==> config.mk <==
export PLATFORM = sky130hd
export DESIGN_NAME = alu_seq_ctrl_flat
export DESIGN_NICKNAME = d
export VERILOG_FILES = /design/src/rtl/alu_seq_ctrl_if.sv /design/src/rtl/alu_seq_ctrl.sv /design/src/flat_wrapper.sv
export SDC_FILE = /design/constraint.sdc
export NUM_CORES = 1
export LEC_CHECK = 0
export CAP_MARGIN = 10
export CELL_PAD_IN_SITES_DETAIL_PLACEMENT = 2
export CELL_PAD_IN_SITES_GLOBAL_PLACEMENT = 2
export CORE_MARGIN = 5
export CORE_UTILIZATION = 30
export CTS_BUF_LIST = sky130_fd_sc_hd__clkbuf_4
export CTS_CLUSTER_DIAMETER = 30
export DETAILED_ROUTE_END_ITERATION = 10
export GPL_TIMING_DRIVEN = 0
export PLACE_DENSITY_LB_ADDON = 0.1
export SYNTH_ARGS = -nofsm -noshare
export SYNTH_HDL_FRONTEND = slang
export SYNTH_SLANG_ARGS = --single-unit
==> constraint.sdc <==
create_clock -name clk -period 2.5 [get_ports clk]
set_input_delay 0.375 -clock clk [delete_from_list [all_inputs] [get_ports clk]]
set_output_delay 0.375 -clock clk [all_outputs]
set_load 0.01 [all_outputs]
==> src/rtl/alu_seq_ctrl_if.sv <==
// Handshake and result bundle between the control logic and the ALU sequencer.
interface alu_seq_ctrl_if #(
    parameter int unsigned W = 8
) ();
    logic             start;
    logic [1:0]       op;
    logic [W-1:0]     a;
    logic [W-1:0]     b;
    logic             busy;
    logic             done;
    logic [2*W-1:0]   result;
    logic             carry;
    logic             div_by_zero;
    logic [3:0]       sel;

    // Requester side: issues operations and observes results.
    modport master (
        output start, op, a, b,
        input  busy, done, result, carry, div_by_zero, sel
    );

    // Sequencer side.
    modport slave (
        input  start, op, a, b,
        output busy, done, result, carry, div_by_zero, sel
    );
endinterface

==> src/rtl/alu_seq_ctrl.sv <==
// Multi-cycle ALU sequencer: single-pass add/sub, shift-add multiply,
// restoring divide, plus a one-hot result-select code for downstream muxes.
module alu_seq_ctrl #(
    parameter int unsigned W = 8
) (
    input  logic           clk,
    input  logic           rst,
    alu_seq_ctrl_if.slave  bus
);
    localparam int unsigned CW = $clog2(W) + 1;

    localparam logic [1:0] OpAdd = 2'b00;
    localparam logic [1:0] OpSub = 2'b01;
    localparam logic [1:0] OpMul = 2'b10;
    localparam logic [1:0] OpDiv = 2'b11;

    typedef enum logic [1:0] {StIdle, StExec, StDone} state_e;

    state_e           state_q, state_d;
    logic [1:0]       op_q, op_d;
    // Multiplicand (shifted left each step); low half holds operand A for add/sub.
    logic [2*W-1:0]   mcand_q, mcand_d;
    // Multiplier (shifted right each step) for mul; divisor / operand B otherwise.
    logic [W-1:0]     opb_q, opb_d;
    // Product accumulator for mul; {remainder, quotient} for div.
    logic [2*W-1:0]   acc_q, acc_d;
    logic [CW-1:0]    cnt_q, cnt_d;
    logic [2*W-1:0]   result_q, result_d;
    logic             carry_q, carry_d;
    logic             dbz_q, dbz_d;
    logic [3:0]       sel_q, sel_d;

    logic [W:0]       sum_ext;
    logic [W:0]       rem_ext;
    logic [W:0]       rem_sub;
    logic [W-1:0]     quot_sh;
    logic             last_iter;

    // State and datapath registers.
    always_ff @(posedge clk or posedge rst) begin
        if (rst) begin
            state_q  <= StIdle;
            op_q     <= '0;
            mcand_q  <= '0;
            opb_q    <= '0;
            acc_q    <= '0;
            cnt_q    <= '0;
            result_q <= '0;
            carry_q  <= 1'b0;
            dbz_q    <= 1'b0;
            sel_q    <= '0;
        end else begin
            state_q  <= state_d;
            op_q     <= op_d;
            mcand_q  <= mcand_d;
            opb_q    <= opb_d;
            acc_q    <= acc_d;
            cnt_q    <= cnt_d;
            result_q <= result_d;
            carry_q  <= carry_d;
            dbz_q    <= dbz_d;
            sel_q    <= sel_d;
        end
    end

    // Next-state, iteration step and result capture.
    always_comb begin
        state_d  = state_q;
        op_d     = op_q;
        mcand_d  = mcand_q;
        opb_d    = opb_q;
        acc_d    = acc_q;
        cnt_d    = cnt_q;
        result_d = result_q;
        carry_d  = carry_q;
        dbz_d    = dbz_q;
        sel_d    = sel_q;

        // Sub is a + ~b + 1; bit W is carry-out (1 = no borrow for sub).
        sum_ext   = {1'b0, mcand_q[W-1:0]}
                  + {1'b0, ((op_q == OpSub) ? ~opb_q : opb_q)}
                  + {{W{1'b0}}, (op_q == OpSub)};
        // Restoring-division step on the left-shifted {rem, quot}.
        rem_ext   = {acc_q[2*W-1:W], acc_q[W-1]};
        rem_sub   = rem_ext - {1'b0, opb_q};
        quot_sh   = {acc_q[W-2:0], 1'b0};
        last_iter = (cnt_q == CW'(W - 1));

        unique case (state_q)
            StIdle: begin
                if (bus.start) begin
                    op_d    = bus.op;
                    sel_d   = 4'b0001 << bus.op;
                    carry_d = 1'b0;
                    dbz_d   = 1'b0;
                    cnt_d   = '0;
                    opb_d   = bus.b;
                    mcand_d = {{W{1'b0}}, bus.a};
                    if (bus.op == OpDiv && bus.b == '0) begin
                        // Divide by zero bypasses EXEC entirely.
                        result_d = {bus.a, {W{1'b1}}};
                        dbz_d    = 1'b1;
                        acc_d    = '0;
                        state_d  = StDone;
                    end else begin
                        acc_d   = (bus.op == OpDiv) ? {{W{1'b0}}, bus.a} : '0;
                        state_d = StExec;
                    end
                end
            end
            StExec: begin
                unique case (op_q)
                    OpAdd, OpSub: begin
                        result_d = {{W{1'b0}}, sum_ext[W-1:0]};
                        carry_d  = sum_ext[W];
                        state_d  = StDone;
                    end
                    OpMul: begin
                        if (opb_q[0]) begin
                            acc_d = acc_q + mcand_q;
                        end
                        mcand_d = mcand_q << 1;
                        opb_d   = opb_q; // multiplier shift below keeps divisor path untouched
                        opb_d   = opb_q >> 1;
                        cnt_d   = cnt_q + 1'b1;
                        if (last_iter) begin
                            result_d = acc_d;
                            state_d  = StDone;
                        end
                    end
                    default: begin // OpDiv
                        if (rem_ext >= {1'b0, opb_q}) begin
                            acc_d = {rem_sub[W-1:0], quot_sh | {{(W-1){1'b0}}, 1'b1}};
                        end else begin
                            acc_d = {rem_ext[W-1:0], quot_sh};
                        end
                        cnt_d = cnt_q + 1'b1;
                        if (last_iter) begin
                            result_d = acc_d;
                            state_d  = StDone;
                        end
                    end
                endcase
            end
            StDone: begin
                state_d = StIdle;
            end
            default: begin
                state_d = StIdle;
            end
        endcase
    end

    assign bus.busy        = (state_q != StIdle);
    assign bus.done        = (state_q == StDone);
    assign bus.result      = result_q;
    assign bus.carry       = carry_q;
    assign bus.div_by_zero = dbz_q;
    assign bus.sel         = sel_q;

endmodule

==> src/flat_wrapper.sv <==
// flat-port wrapper written by rule: the top's interface ports become plain ports
module alu_seq_ctrl_flat 
#(
    parameter int unsigned W = 8
)
  (clk, rst, bus_start, bus_op, bus_a, bus_b, bus_busy, bus_done, bus_result, bus_carry, bus_div_by_zero, bus_sel);
  alu_seq_ctrl_if #(.W(W)) bus_i ();
  input  logic clk;
  input  logic rst;
  input wire logic [$bits(bus_i.start)-1:0] bus_start;
  input wire logic [$bits(bus_i.op)-1:0] bus_op;
  input wire logic [$bits(bus_i.a)-1:0] bus_a;
  input wire logic [$bits(bus_i.b)-1:0] bus_b;
  output wire logic [$bits(bus_i.busy)-1:0] bus_busy;
  output wire logic [$bits(bus_i.done)-1:0] bus_done;
  output wire logic [$bits(bus_i.result)-1:0] bus_result;
  output wire logic [$bits(bus_i.carry)-1:0] bus_carry;
  output wire logic [$bits(bus_i.div_by_zero)-1:0] bus_div_by_zero;
  output wire logic [$bits(bus_i.sel)-1:0] bus_sel;
  assign bus_i.start = bus_start;
  assign bus_i.op = bus_op;
  assign bus_i.a = bus_a;
  assign bus_i.b = bus_b;
  assign bus_busy = bus_i.busy;
  assign bus_done = bus_i.done;
  assign bus_result = bus_i.result;
  assign bus_carry = bus_i.carry;
  assign bus_div_by_zero = bus_i.div_by_zero;
  assign bus_sel = bus_i.sel;
  alu_seq_ctrl #(.W(W)) u_core (.clk(clk), .rst(rst), .bus(bus_i));
endmodule
== Yosys cells after proc, flatten, opt, wreduce, memory -nomap -nowiden ==
Cells that the tools add are included.

* Bits in registers: 70
* Bits in latches: 0
* Bits in writable memories: 0
* ROM bits: 0
* Input port bits: 21
* Output and inout bits: 24
* Logic and storage cells: 76
* Memories: 0

* $add $sub $neg: 5
* Multipliers: 0
* Divide/modulo/power cells: 0
* Order comparisons: 1
* Equal/unequal tests: 13
* Shift-type cells: 1
* Mux-type cells: 32
* Bitwise logic cells: 1
* Reduce and logical (&&, ||, !) cells: 13

{| class="wikitable"
|+ Operators with widths
! cell !! number
|-
| 16-bit two-way mux || 10
|-
| 16-bit one-hot mux with 2 select lines || 5
|-
| 8-bit two-way mux || 4
|-
| 16-bit adder || 1
|-
| 8-bit one-hot mux with 2 select lines || 1
|-
| 8-bit by 8-bit adder with 9-bit output || 1
|-
| 9-bit by 1-bit adder with 9-bit output || 1
|-
| 9-bit by 8-bit >= comparator with 1-bit output || 1
|-
| 3-bit AND reduction || 3
|-
| 8-bit zero test || 1
|-
| 2-bit two-way mux || 4
|-
| 4-bit two-way mux || 2
|-
| 8-bit NOT || 1
|-
| 4-bit one-hot mux with 2 select lines || 1
|-
| 8-bit subtractor || 1
|-
| 2-bit == test, second input constant || 3
|-
| 2-bit by 1-bit inequality test with 1-bit output, second input constant || 3
|-
| 5-bit AND reduction || 1
|-
| 4-bit by 1-bit adder with 4-bit output, second input constant || 1
|-
| 2-bit by 1-bit == test with 1-bit output, second input constant || 2
|-
| 4-bit by 3-bit == test with 1-bit output, second input constant || 1
|-
| 2-bit zero test || 2
|-
| 2-bit inequality test, second input constant || 2
|-
| 2-bit one-hot mux with 2 select lines || 1
|-
| 9 further kinds || 13
|}

== Longest topological paths before layout ==
Gate-level depths: netlist of the first run.

* Depth in word-level cells: 6
* Depth in mapped cells: 13
* Mapped depth without buffers: 12

== Worst setup path before layout of the first run ==
No wires, ideal clock.

* Path type: reg2reg
* Start: register u_core.op_q[1]
* End: register u_core.result_q[6], in the netlist u_core.bus.result[6]
* Library setup time: 0.119 ns
* Arrival time: 2.490 ns
* Data required time: 2.381 ns
* Setup slack: -0.109 ns
* Cell stages (with the launch flop): 14
* Path buffers: 2
* Period minus slack after synthesis: 2.609 ns
* Path through: dfrtp_1 buf_4 nand2b_1 buf_6 xnor2_1 fa_1 a21o_1 a21oi_1 nor2b_1 o21ai_0 mux2i_1 nand4_1 a31oi_1 nor2_1

* Cells in the longest elaborated chain, start to end: 6
* Elaborated cells on any way between the ends: 12
* Classes of those cells: add/sub (2); eq/ne (4); mux (3); reduce/logical (3)

{| class="wikitable"
|+ Ends and longest elaborated chain
! item !! RTL line !! RTL
|-
| start: declaration || alu_seq_ctrl.sv:20 || <nowiki>logic [1:0] op_q, op_d;</nowiki>
|-
| start signal: assignment || alu_seq_ctrl.sv:54 || <nowiki>op_q <= op_d;</nowiki>
|-
| 2-bit by 1-bit == test with 1-bit output || alu_seq_ctrl.sv:81, alu_seq_ctrl.sv:82, alu_seq_ctrl.sv:112 ||
|-
| 8-bit two-way mux || alu_seq_ctrl.sv:81 || <nowiki>+ {1'b0, ((op_q == OpSub) ? ~opb_q : opb_q)}</nowiki>
|-
| 8-bit by 8-bit adder with 9-bit output || alu_seq_ctrl.sv:81 ||
|-
| 9-bit by 1-bit adder with 9-bit output || alu_seq_ctrl.sv:82 || <nowiki>+ {{W{1'b0}}, (op_q == OpSub)};</nowiki>
|-
| 16-bit one-hot mux with 2 select lines || alu_seq_ctrl.sv:112 || <nowiki>unique case (op_q)</nowiki>
|-
| 16-bit one-hot mux with 2 select lines || alu_seq_ctrl.sv:89 || <nowiki>unique case (state_q)</nowiki>
|-
| end signal: assignment || alu_seq_ctrl.sv:59 || <nowiki>result_q <= result_d;</nowiki>
|-
| end: declaration || alu_seq_ctrl.sv:28 || <nowiki>logic [2*W-1:0] result_q, result_d;</nowiki>
|}

Parallel ways exist; a longest one is shown, timed or not.
A chain may end at the register's enable or synchronous reset.

== Final worst setup path of the first run ==
* Start: register u_core.mcand_q[0]
* End: register u_core.result_q[10], in the netlist u_core.bus.result[10]

* Cells in the longest elaborated chain, start to end: 5

{| class="wikitable"
|+ Ends and longest elaborated chain
! item !! RTL line !! RTL
|-
| start: declaration || alu_seq_ctrl.sv:22 || <nowiki>logic [2*W-1:0] mcand_q, mcand_d;</nowiki>
|-
| start signal: assignment || alu_seq_ctrl.sv:55 || <nowiki>mcand_q <= mcand_d;</nowiki>
|-
| 16-bit adder || alu_seq_ctrl.sv:120 || <nowiki>acc_d = acc_q + mcand_q;</nowiki>
|-
| 16-bit two-way mux || alu_seq_ctrl.sv:119 || <nowiki>if (opb_q[0]) begin</nowiki>
|-
| 16-bit two-way mux || alu_seq_ctrl.sv:126 || <nowiki>if (last_iter) begin</nowiki>
|-
| 16-bit one-hot mux with 2 select lines || alu_seq_ctrl.sv:112 ||
|-
| 16-bit one-hot mux with 2 select lines || alu_seq_ctrl.sv:89 ||
|}

No other way between the ends. The select of a mux whose other input is x is not followed.

==> run_results.csv, run 1 <==
group,metric,value,unit
outcome,run_status,"complete, but fails checks",
outcome,violated_checks,"setup timing",
worst_setup_path,critical_path.cell_chain,"ha_4 > fa_2 > a211o_4 > a211oi_4 > nor3_4 > mux2i_1 > o21ai_1 > o21ai_1 > a21oi_2 > a31oi_1",
detailed_routing,post_drt_antenna_nets,0,
worst_setup_path,critPathLaunchType,"register",
detailed_routing,drt_iter0_markers,234,
detailed_routing,drt-pass1-iter-count,4,
logic_synthesis,post_synth_instance_area,5030,um^2
worst_setup_path,worstReg2RegStart,"u_core.mcand_q[0]",
timing,finalWorstSetupSlack,-0.228,ns
logic_synthesis,yosysUniqueCellTypes,63,
final_layout,post_layout_nonfiller_instances,923,
detailed_routing,wl,21.5,mm
timing,unrepaired_setup_endpoints_after_global_routing,"true",
timing,finalHoldViolCount,0,
final_layout,layout_cells_sized_above_1,22.8,%
placed_design,gpl.final_weighted_congestion,0.880,
pwr,ir_worst_vdd,456,uV
cts,clkSlewWorstSetupHoldPaths,0.14,ns
cts,clkLatencyLatePin,0.47,ns
pwr,power.static_leakage,2.81,nW
floorplanning,die_area,19500,um^2
detailed_routing,vias_per_instance,5.50,
worst_setup_path,start_point_of_the_critical_path,"u_core.mcand_q[0]",
logic_synthesis,synthArstFlopShare,100,%
floorplanning,std_cell_rows,47,
global_routing,initial_antenna_violation_count,1,
floorplanning,ios,45,
cts,cts_hold_repair.buffers,0,
cts,cts.sink_count,70,
cts,tritoncts_clock_tree,"done",
timing,maxSlewHeadroom,45.3,%
pwr,total_power,0.0104,W
detailed_routing,drc,0,
placed_design,post-dp-hpwl,15.7,mm
global_routing,grtUsageTotal,21.8,%
cts,cts_buffer_depth,2,
job,drv_cap,0,
floorplanning,initial_utilization,30.5,%
placed_design,portBuffers,44,
global_routing,first_global_vias,5577,
logic_synthesis,ys.warnings.count,0,
worst_setup_path,timing.critical_path.fanout_max,4,
timing,finalWorstPathRequiredPeriod,2.73,ns
floorplanning,coreArea,16500,um^2
floorplanning,die_height,140,um
pwr,powerDensity,1570,nW/um^2
timing,final_number_of_setup_violating_endpoints,13,
worst_setup_path,cp_common_cell,"sky130_fd_sc_hd__o21ai_1",
cts,clock_tree.htree_level_count,3,
timing,achievable-frequency,367,MHz
timing,max_slew.worst_pin.slew,0.816,ns
floorplanning,die_width,140,um
logic_synthesis,avg_cell_area_syn,8.35,um^2
worst_setup_path,worstPathRequired,2.85,ns
worst_setup_path,arrival,3.08,ns
logic_synthesis,synth-edff-count,0,
logic_synthesis,ys_seq_elements,70,
worst_setup_path,setup.worst_path.class,"register to register",
worst_setup_path,worst_path_slowest_cell,"sky130_fd_sc_hd__dfrtp_2",
logic_synthesis,syn-instance-count,603,
global_routing,overflow,0,
global_routing,grt_start_max_net_pins,56,
final_layout,syn_to_final_growth,31.6,%
timing,post_route_clock_period_utilization,109,%
timing,final-max-slew-violation-count,0,
logic_synthesis,yosysSeqAreaShare,34.8,%
cts,ctsRootBufferMaster,"sky130_fd_sc_hd__clkbuf_4",
hold_path,worst_hold_path_type,"primary input to asynchronous set/reset pin",
cts,numCtsBuffers,9,
placed_design,placedCellCount,868,
timing,fin_worst_skew,0.0290,ns
final_layout,count_of_fill_cells_added_during_filler_insertion,1846,
detailed_routing,route.detailed.wl_per_inst,23.3,um
global_routing,grt_first_pass_wirelength,33.1,mm
logic_synthesis,ys_dominant_reg_cell,"sky130_fd_sc_hd__dfrtp_1",
logic_synthesis,syn_nets,658,
detailed_routing,route.vias.total,5073,
worst_setup_path,critPathMaxStageDelay,0.46,ns
worst_setup_path,critical_path.endpoint_type,"register",
final_layout,final_net_count,752,
routing by layer:
layer / part of all wire [%] / global-route usage (%) / wire length, um / up-vias
li1: - / - / - / 2343
met1: 46 / 30.4 / 9850 / 2607
met2: 48 / 35.5 / 10300 / 96
met3: 3.9 / 2.37 / 840 / 27
met4: 2.3 / 7.29 / 500 / 0
met5: 0 / 0 / 0 / -
synth_stat cells, types with 6 or more instances:
cell / count / area share [%]
sky130_fd_sc_hd__o21ai_0: 63 / 6.3
sky130_fd_sc_hd__a21o_1: 18 / 2.7
sky130_fd_sc_hd__nand2b_1: 7 / 0.87
sky130_fd_sc_hd__inv_1: 18 / 1.3
sky130_fd_sc_hd__dfrtp_1: 70 / 35
sky130_fd_sc_hd__nor2b_1: 7 / 0.87
sky130_fd_sc_hd__ha_1: 31 / 7.7
sky130_fd_sc_hd__a22oi_1: 6 / 0.89
sky130_fd_sc_hd__nand3_1: 12 / 1.2
sky130_fd_sc_hd__a31oi_1: 6 / 0.75
sky130_fd_sc_hd__xor2_1: 7 / 1.2
sky130_fd_sc_hd__a211oi_1: 6 / 0.89
sky130_fd_sc_hd__mux2i_1: 23 / 4.6
sky130_fd_sc_hd__nand2_1: 96 / 7.2
sky130_fd_sc_hd__buf_2: 8 / 0.80
sky130_fd_sc_hd__a21oi_1: 54 / 5.4
sky130_fd_sc_hd__xnor2_1: 21 / 3.7
sky130_fd_sc_hd__nor2_1: 44 / 3.3
sky130_fd_sc_hd__clkbuf_1: 19 / 1.4
sequential cells by signal, indices dropped and copies added (netlist names), 2 cells and up:
signal	flops
u_core.acc_q	16
u_core.op_q	2
u_core.bus.result	16
u_core.mcand_q	16
u_core.bus.sel	4
u_core.opb_q	8
u_core.cnt_q	4
u_core.state_q	2
through the flow:
stage | TNS (ns) | worst slack (ns) | hold slack, ns | util, % | instance area [um^2]
after floorplan | 0 | 0.0262 | 0.463 | - | 5040
after global placement | -88.97 | -1.17 | 0.463 | 34.8 | 5760
after detailed placement | -6.63 | -0.636 | 0.470 | 35.0 | 5790
after CTS | -2.96 | -0.298 | 0.187 | 37.5 | 6190
after global routing | -3.32 | -0.292 | 0.196 | 40.1 | 6630
final | -1.62 | -0.228 | 0.193 | 40.1 | 6630
critical path, delay by kind of cell, from the launching register on:
kind | cells | cell delay, ns
compound gates | 6 | 1.37
fa+ha+maj | 2 | 0.57
flops | 1 | 0.46
mux | 1 | 0.13
simple gates | 1 | 0.09
where the power goes:
group / switching [W] / internal (W)
Sequential: 0.000570 / 0.00157
Combinational: 0.00425 / 0.00330
Clock: 0.000492 / 0.000210
cell type report:
class / instances / area [um^2] / share of cell area [%]
multi-input combinational: 482 / 3450 / 52.1
sequential: 70 / 1780 / 26.8
timing repair buffer: 89 / 817 / 12.3
tap: 220 / 275 / 4.15
buffer: 26 / 119 / 1.79
clock buffer: 10 / 75.1 / 1.13
inverter: 19 / 73.8 / 1.11
clock inverter: 6 / 38.8 / 0.585
antenna: 1 / 2.50 / 0.0378
cells by family after synthesis:
logic type                 after synthesis  share of synthesized area [%]
AOI/OAI and AO/OA                      204                           25.6
and+or+nand+nor                        192                           16.8
DFF                                     70                           34.8
buffers and inverters                   51                           4.22
adders and majority gates               34                           8.90
xor gates and xnor gates                28                           4.87
muxes                                   24                           4.80
path summary, 6_finish.rpt:
| check | depth (start not counted) | slack, ns | to |
|---|---|---|---|
| worst max-delay path | 10 | -0.23 | u_core.bus.result[10] |
| worst min-delay path | 2 | 0.19 | u_core.mcand_q[12] |
| worst max register to register | 10 | -0.23 | u_core.bus.result[10] |
| max in group asynchronous | 3 | 1.71 | u_core.opb_q[2] |
| min in group clk | 2 | 0.50 | u_core.bus.sel[1] |
| worst min register to register | 2 | 0.50 | u_core.bus.sel[1] |
layout by cell type, fill, tap and decap left out, types with 9 or more instances in the layout:
cell,n
sky130_fd_sc_hd__nor2_1,42
sky130_fd_sc_hd__dfrtp_1,51
sky130_fd_sc_hd__o21ai_2,9
sky130_fd_sc_hd__o21ai_1,10
sky130_fd_sc_hd__xnor2_1,15
sky130_fd_sc_hd__a21oi_2,11
sky130_fd_sc_hd__clkbuf_4,10
sky130_fd_sc_hd__a21o_1,18
sky130_fd_sc_hd__ha_1,20
sky130_fd_sc_hd__buf_4,39
sky130_fd_sc_hd__o21ai_0,49
sky130_fd_sc_hd__clkdlybuf4s50_1,44
sky130_fd_sc_hd__a21oi_1,42
sky130_fd_sc_hd__inv_1,16
sky130_fd_sc_hd__mux2i_1,19
sky130_fd_sc_hd__nand3_1,12
sky130_fd_sc_hd__dfrtp_2,19
sky130_fd_sc_hd__nand2_1,95
sky130_fd_sc_hd__clkbuf_1,11
timing repair:
action,in CTS,in global routing
setup buffers,15,30
pin swaps,16,28
resized for setup,49,67
endpoints found under the setup margin,27,43
Note: power is estimated with default switching activity, not from simulation.
==> inputs of run 2 (changes only) <==
Settings changed: CTS_BUF_LIST sky130_fd_sc_hd__clkbuf_4 to unset.
==> run 2 against run 1 <==
  * The flow still finishes with violations (setup timing)
  * Combinational power decreased by 3.2%
  * Via count decreased by 0.34%
  * Routed wire length increased by 0.30%
  * Sequential power increased by 2%
  * Largest cell class unchanged
  * Largest power group unchanged
==> run_results.csv, run 2 (synthesized netlist as in run 1, its figures left out) <==
group,metric,value,unit
cts,clkSlewWorstSetupHoldPaths,0.07,ns
cts,clock_tree.htree_level_count,3,
pwr,powerDensity,1590,nW/um^2
worst_setup_path,cp_common_cell,"sky130_fd_sc_hd__o21ai_1",
global_routing,initial_antenna_violation_count,0,
cts,cts.sink_count,70,
cts,tritoncts_clock_tree,"done",
global_routing,overflow,0,
final_layout,most_common_cell_after_layout_fill_and_taps_aside,"sky130_fd_sc_hd__nand2_1",
floorplanning,die_height,140,um
global_routing,met3_usage,3.05,%
placed_design,portBuffers,44,
final_layout,syn_to_final_growth,34.4,%
final_layout,num_antenna_cells,0,
worst_setup_path,crit-reg2reg-capture,"u_core.bus.result[10]",
timing,achievable-frequency,368,MHz
floorplanning,std_cell_rows,47,
detailed_routing,route.vias.total,5056,
hold_path,worst_hold_path_type,"primary input to asynchronous set/reset pin",
cts,clkLatencyLatePin,0.34,ns
global_routing,gr-usage-met2,35.6,%
final_layout,postLayoutCoreUtil,41.0,%
pwr,ir_worst_vdd,469,uV
job,drv_cap,0,
detailed_routing,wl,21.6,mm
outcome,run_status,"complete, but fails checks",
timing,finalHoldViolCount,0,
floorplanning,ios,45,
cts,numCtsBuffers,9,
timing,max_slew.worst_pin.slew,0.913,ns
detailed_routing,drt-pass1-iter-count,4,
placed_design,gpl.final_weighted_congestion,0.880,
global_routing,grt_first_pass_wirelength,33.1,mm
timing,maxSlewHeadroom,38.9,%
worst_setup_path,critical_path.cell_chain,"ha_4 > fa_2 > a211o_4 > a211oi_4 > nor3_4 > mux2i_1 > o21ai_1 > o21ai_1 > a21oi_2 > a31oi_1",
detailed_routing,drt_iter0_markers,221,
worst_setup_path,timing.critical_path.fanout_max,4,
detailed_routing,drc,0,
global_routing,grt_start_max_net_pins,56,
worst_setup_path,critical_path_buf_inv_count,0,
worst_setup_path,arrival,2.93,ns
worst_setup_path,critPathMaxStageDelay,0.44,ns
global_routing,globalRoute.busiestLayer,"met2",
timing,post_route_clock_period_utilization,109,%
floorplanning,initial_utilization,30.5,%
floorplanning,die_area,19500,um^2
worst_setup_path,worstReg2RegStart,"u_core.mcand_q[0]",
cts,ctsRootBufferMaster,"sky130_fd_sc_hd__clkbuf_16",
floorplanning,coreArea,16500,um^2
outcome,violated_checks,"setup timing",
timing,final-max-slew-violation-count,0,
worst_setup_path,regToRegSetupSlack,-0.22,ns
timing,timing.hold.ws,0.333,ns
placed_design,place_ws,-0.636,ns
floorplanning,die_width,140,um
final_layout,final_net_count,744,
final_layout,layout_cells_sized_above_1,21.5,%
timing,final.setup.tns,-1.48,ns
worst_setup_path,worst_path_slowest_cell,"sky130_fd_sc_hd__dfrtp_2",
global_routing,grtUsageTotal,21.9,%
timing,finalWorstPathRequiredPeriod,2.72,ns
detailed_routing,post_drt_antenna_nets,0,
worst_setup_path,critPathLaunchType,"register",
detailed_routing,route.detailed.wl_per_inst,23.6,um
global_routing,first_global_vias,5547,
worst_setup_path,timing.reg2reg.worst_path_depth,10,
timing,unrepaired_setup_endpoints_after_global_routing,"true",
detailed_routing,vias_per_instance,5.53,
timing,fin_worst_skew,0.0139,ns
cts,cts_buffer_depth,2,
worst_setup_path,critical_path.endpoint_type,"register",
worst_setup_path,critical_path.top_delay_family,"compound AO/OA/AOI/OAI gates",
pwr,power.static_leakage,2.85,nW
worst_setup_path,setup.worst_path.class,"register to register",
timing,final_number_of_setup_violating_endpoints,12,
final_layout,layout.cells.most_common_list,"sky130_fd_sc_hd__nand2_1 (95), sky130_fd_sc_hd__dfrtp_1 (57), sky130_fd_sc_hd__o21ai_0 (49)",
worst_setup_path,worstPathRequired,2.71,ns
timing,finalWorstSetupSlack,-0.217,ns
global_routing,use_met1,30.1,%
placed_design,post-dp-hpwl,15.7,mm
run 2: cell count changes in the layout (fill, tap and decap cells not counted), sizes merged:
cell | previous run | this run
clkbuf | 25 | 29
clkinv | 4 | 2
buf | 56 | 46
diode | 1 | 0
run 2: per-stage QoR:
| step | cell area, um^2 | std cells | power [W] |
|---|---|---|---|
| 2_1_floorplan | 5040 | 603 | 0.00596 |
| 3_3_place_gp | 5760 | 867 | 0.00782 |
| 3_5_place_dp | 5790 | 868 | 0.00806 |
| 4_1_cts | 6330 | 892 | 0.00989 |
| 5_1_grt | 6770 | 914 | 0.0115 |
| 6_report | 6770 | 914 | 0.0108 |
run 2: report_power, final:
group / switching, W / total (W) / internal (W)
Combinational: 0.00415 / 0.00730 / 0.00315
Sequential: 0.000619 / 0.00219 / 0.00157
Clock: 0.000546 / 0.00128 / 0.000729
Total: 0.00532 / 0.0108 / 0.00545
run 2: worst max path at each step:
stage                             to  depth (start not counted)  slack [ns]               from
6_report       u_core.bus.result[10]                         10       -0.22  u_core.mcand_q[0]
5_1_grt        u_core.bus.result[10]                         10       -0.29  u_core.mcand_q[0]
4_1_cts        u_core.bus.result[14]                         10       -0.29  u_core.mcand_q[0]
3_5_place_dp   u_core.bus.result[10]                         10       -0.64  u_core.mcand_q[0]
3_3_place_gp    u_core.bus.result[3]                          2       -1.17                rst
2_1_floorplan   u_core.bus.result[8]                         10        0.03    u_core.acc_q[0]
run 2: layout make-up:
type	count	area (um^2)
Inverter	19	73.8
Fill cell	1821	9760
Timing Repair Buffer	80	738
Tap cell	220	275
Clock buffer	12	256
Sequential cell	70	1770
Multi-Input combinational cell	482	3490
Buffer	27	134
Clock inverter	4	31.3
run 2: timing repair:
action / CTS / global route
setup buffers: 12 / 23
gates cloned: 0 / 0
hold buffers: 0 / 0
pin swaps: 17 / 37
gates resized for setup: 47 / 66
endpoints found under the setup margin: 27 / 42
run 2: layer usage:
metal | wire length [um] | part of all wire, % | up-vias
li1 | - | - | 2330
met1 | 10100 | 47 | 2601
met2 | 10300 | 48 | 103
met3 | 723 | 3.4 | 22
met4 | 413 | 1.9 | 0
met5 | 0 | 0 | -
==> inputs of run 3 (changes only) <==
Settings changed: ABC_AREA set to 1, CTS_CLUSTER_SIZE set to 10.
==> run 3 against run 2 <==
  * The flow now finishes without violations
  * First-iteration DRC count rose by 32%
  * Total power down 6.0%
  * Worst setup slack improved by 0.30 ns
  * Flip-flop and latch count unchanged
  * Combinational power shrank 9.2%
  * Clock power grew 12%
  * Area after synthesis is 4.3% higher
  * Critical path type unchanged
  * Critical endpoint is now u_core.bus.result[5]
==> run_results.csv, run 3 <==
group,metric,value,unit
outcome,run_status,"complete, no violations",
logic_synthesis,synth_commonest_cells,"sky130_fd_sc_hd__nand2_1 (240), sky130_fd_sc_hd__inv_1 (104), sky130_fd_sc_hd__dfrtp_1 (70)",
final_layout,most_common_cell_after_layout_fill_and_taps_aside,"sky130_fd_sc_hd__nand2_1",
global_routing,grtUsageTotal,21.5,%
worst_setup_path,timing.critical_path.fanout_max,9,
pwr,powerDensity,1550,nW/um^2
cts,clkSlewWorstSetupHoldPaths,0.06,ns
worst_setup_path,crit-reg2reg-capture,"u_core.bus.result[5]",
logic_synthesis,yosysSeqAreaShare,33.3,%
final_layout,postLayoutCoreUtil,37.8,%
worst_setup_path,arrival,2.64,ns
detailed_routing,wl,21.4,mm
worst_setup_path,regToRegSetupSlack,0.09,ns
logic_synthesis,avg_cell_area_syn,6.80,um^2
final_layout,layout.cells.most_common_list,"sky130_fd_sc_hd__nand2_1 (237), sky130_fd_sc_hd__inv_1 (102), sky130_fd_sc_hd__dfrtp_1 (68)",
logic_synthesis,ys_seq_elements,70,
logic_synthesis,post_synth_instance_area,5250,um^2
floorplanning,std_cell_rows,48,
timing,finalHoldViolCount,0,
detailed_routing,vias_per_instance,5.21,
detailed_routing,drt-pass1-iter-count,4,
hold_path,worst_hold_path_type,"primary input to asynchronous set/reset pin",
worst_setup_path,setup.worst_path.class,"register to register",
floorplanning,die_area,20300,um^2
final_layout,layout_cells_sized_above_1,8.60,%
floorplanning,die_height,142,um
worst_setup_path,critical_path.endpoint_type,"register",
logic_synthesis,synth.top_cells.by_area,"sky130_fd_sc_hd__dfrtp_1 (33%), sky130_fd_sc_hd__nand2_1 (17%), sky130_fd_sc_hd__inv_1 (7.4%)",
timing,max_slew.worst_pin.slew,0.638,ns
logic_synthesis,syn_nets,828,
worst_setup_path,timing.reg2reg.worst_path_depth,14,
logic_synthesis,synthArstFlopShare,100,%
detailed_routing,route.detailed.wl_per_inst,20.2,um
logic_synthesis,netlist.area_leader.share,33.3,%
global_routing,initial_antenna_violation_count,0,
timing,final_number_of_setup_violating_endpoints,0,
floorplanning,die_width,142,um
timing,achievable-frequency,414,MHz
logic_synthesis,ys_dominant_reg_cell,"sky130_fd_sc_hd__dfrtp_1",
cts,numCtsBuffers,9,
timing,finalWorstSetupSlack,0.0873,ns
cts,cts.sink_count,70,
global_routing,first_global_vias,6042,
worst_setup_path,worstPathRequired,2.73,ns
logic_synthesis,synth-edff-count,0,
final_layout,final_net_count,887,
timing,finalWorstPathRequiredPeriod,2.41,ns
timing,final-max-slew-violation-count,0,
worst_setup_path,critPathLaunchType,"register",
pwr,total_power,0.0101,W
logic_synthesis,syn-instance-count,773,
placed_design,portBuffers,44,
timing,maxSlewHeadroom,57.5,%
logic_synthesis,yosys.cell_count.top_type,"sky130_fd_sc_hd__nand2_1",
global_routing,grt_start_max_net_pins,58,
pwr,power.static_leakage,3.15,nW
detailed_routing,post_drt_antenna_nets,0,
detailed_routing,drc,0,
timing,post_route_clock_period_utilization,96.5,%
cts,clock_tree.htree_level_count,3,
placed_design,gpl.final_weighted_congestion,0.855,
final_layout,num_antenna_cells,0,
placed_design,post-dp-hpwl,17.0,mm
worst_setup_path,start_point_of_the_critical_path,"u_core.op_q[1]",
worst_setup_path,endpoint,"u_core.bus.result[5]",
floorplanning,initial_utilization,30.5,%
global_routing,grt_first_pass_wirelength,33.8,mm
detailed_routing,drt_iter0_markers,292,
pwr,ir_worst_vdd,570,uV
final_layout,syn_to_final_growth,24.0,%
global_routing,overflow,0,
floorplanning,coreArea,17200,um^2
worst_setup_path,worstReg2RegStart,"u_core.op_q[1]",
placed_design,place_ws,-0.267,ns
cts,ctsRootBufferMaster,"sky130_fd_sc_hd__clkbuf_16",
logic_synthesis,yosysUniqueCellTypes,45,
cts,cts_buffer_depth,2,
logic_synthesis,netlist.top_cell.by_area,"sky130_fd_sc_hd__dfrtp_1",
timing,fin_worst_skew,0.0130,ns
job,drv_cap,0,
cts,clkLatencyLatePin,0.34,ns
cts,tritoncts_clock_tree,"done",
logic_synthesis,ys.warnings.count,0,
floorplanning,ios,45,
detailed_routing,route.vias.total,5532,
-- run 3: cell types whose count changed after synthesis, moves of 6 or more --
cell / delta
sky130_fd_sc_hd__a21o_1: -17
sky130_fd_sc_hd__clkbuf_1: -8
sky130_fd_sc_hd__inv_1: +86
sky130_fd_sc_hd__inv_2: +6
sky130_fd_sc_hd__mux2i_1: -23
sky130_fd_sc_hd__nand2_1: +144
sky130_fd_sc_hd__nand2b_1: -7
sky130_fd_sc_hd__nand3_1: +34
sky130_fd_sc_hd__nor2_1: +15
sky130_fd_sc_hd__nor2b_1: -7
sky130_fd_sc_hd__o211ai_1: +7
sky130_fd_sc_hd__o21ai_0: -11
sky130_fd_sc_hd__xnor2_1: -17
sky130_fd_sc_hd__xor2_1: +6
-- run 3: logic make-up after synthesis --
logic type	after synthesis	share of synthesized area (%)
AO/OA/AOI/OAI	146	15.7
XOR/XNOR	17	2.83
adder cells (fa/ha/maj)	34	8.53
buffers and inverters	132	10.0
flip-flops	70	33.3
AND/OR/NAND/NOR	374	29.6
-- run 3: per-layer routing --
metal  part of all wire, %  GRT usage, %  vias to the layer above
li1                      -             -                     2622
met1                    45          27.1                     2811
met2                    52          39.6                       80
met3                   1.9          2.08                       19
met4                   1.2          4.90                        0
met5                     0             0                        -
-- run 3: worst min path at each step --
stage	to
floorplan	u_core.mcand_q[15]
global placement	u_core.bus.sel[3]
detailed placement	u_core.bus.result[2]
CTS	u_core.state_q[1]
global route	u_core.state_q[0]
finish	u_core.state_q[1]
-- run 3: where the power goes --
part           switching (W)  leakage (nW)  internal [W]
Combinational        0.00423          2.12       0.00240
Sequential          0.000479         0.873       0.00158
Clock               0.000527         0.160      0.000904
Total                0.00523          3.15       0.00489
-- run 3: per-stage QoR --
| step | hold slack, ns | area (um^2) | std cells | TNS [ns] |
|---|---|---|---|---|
| 6_report | 0.318 | 6520 | 1062 | 0 |
| 4_1_cts | 0.320 | 6370 | 1059 | -0.0472 |
| 2_1_floorplan | 0.472 | 5250 | 773 | 0 |
| 3_3_place_gp | 0.476 | 5980 | 1042 | -82.23 |
| 5_1_grt | 0.344 | 6520 | 1062 | -0.0454 |
| 3_5_place_dp | 0.475 | 6010 | 1043 | -0.747 |
-- run 3: layout make-up --
| type | instances | area [um^2] |
|---|---|---|
| flip-flops and latches | 70 | 1750 |
| well taps | 225 | 282 |
| inverters | 112 | 439 |
| multi-input cells | 571 | 3120 |
| clock buffers | 11 | 243 |
| fillers | 2028 | 10700 |
| plain buffers | 20 | 108 |
| clock inverters | 5 | 82.6 |
| repair buffers | 48 | 490 |
-- run 3: what timing repair did --
item / CTS / global route
cloned: 0 / 0
pin swaps: 0 / 4
hold buffers: 0 / 0
setup endpoints to repair: 4 / 19
resized for setup: 7 / 26
buffers inserted: 0 / 3
-- run 3: worst max-delay path, stage by stage, from the launching register on --
cell	delay [ns]
sky130_fd_sc_hd__dfrtp_1	0.37
sky130_fd_sc_hd__buf_6	0.15
sky130_fd_sc_hd__inv_8	0.10
sky130_fd_sc_hd__nand2_8	0.11
sky130_fd_sc_hd__xor2_2	0.28
sky130_fd_sc_hd__ha_4	0.26
sky130_fd_sc_hd__nand2_1	0.09
sky130_fd_sc_hd__inv_1	0.06
sky130_fd_sc_hd__a21oi_1	0.18
sky130_fd_sc_hd__nand2_1	0.11
sky130_fd_sc_hd__or2_1	0.21
sky130_fd_sc_hd__nand3_1	0.10
sky130_fd_sc_hd__nand3_1	0.11
sky130_fd_sc_hd__o21ai_0	0.10
sky130_fd_sc_hd__inv_1	0.06
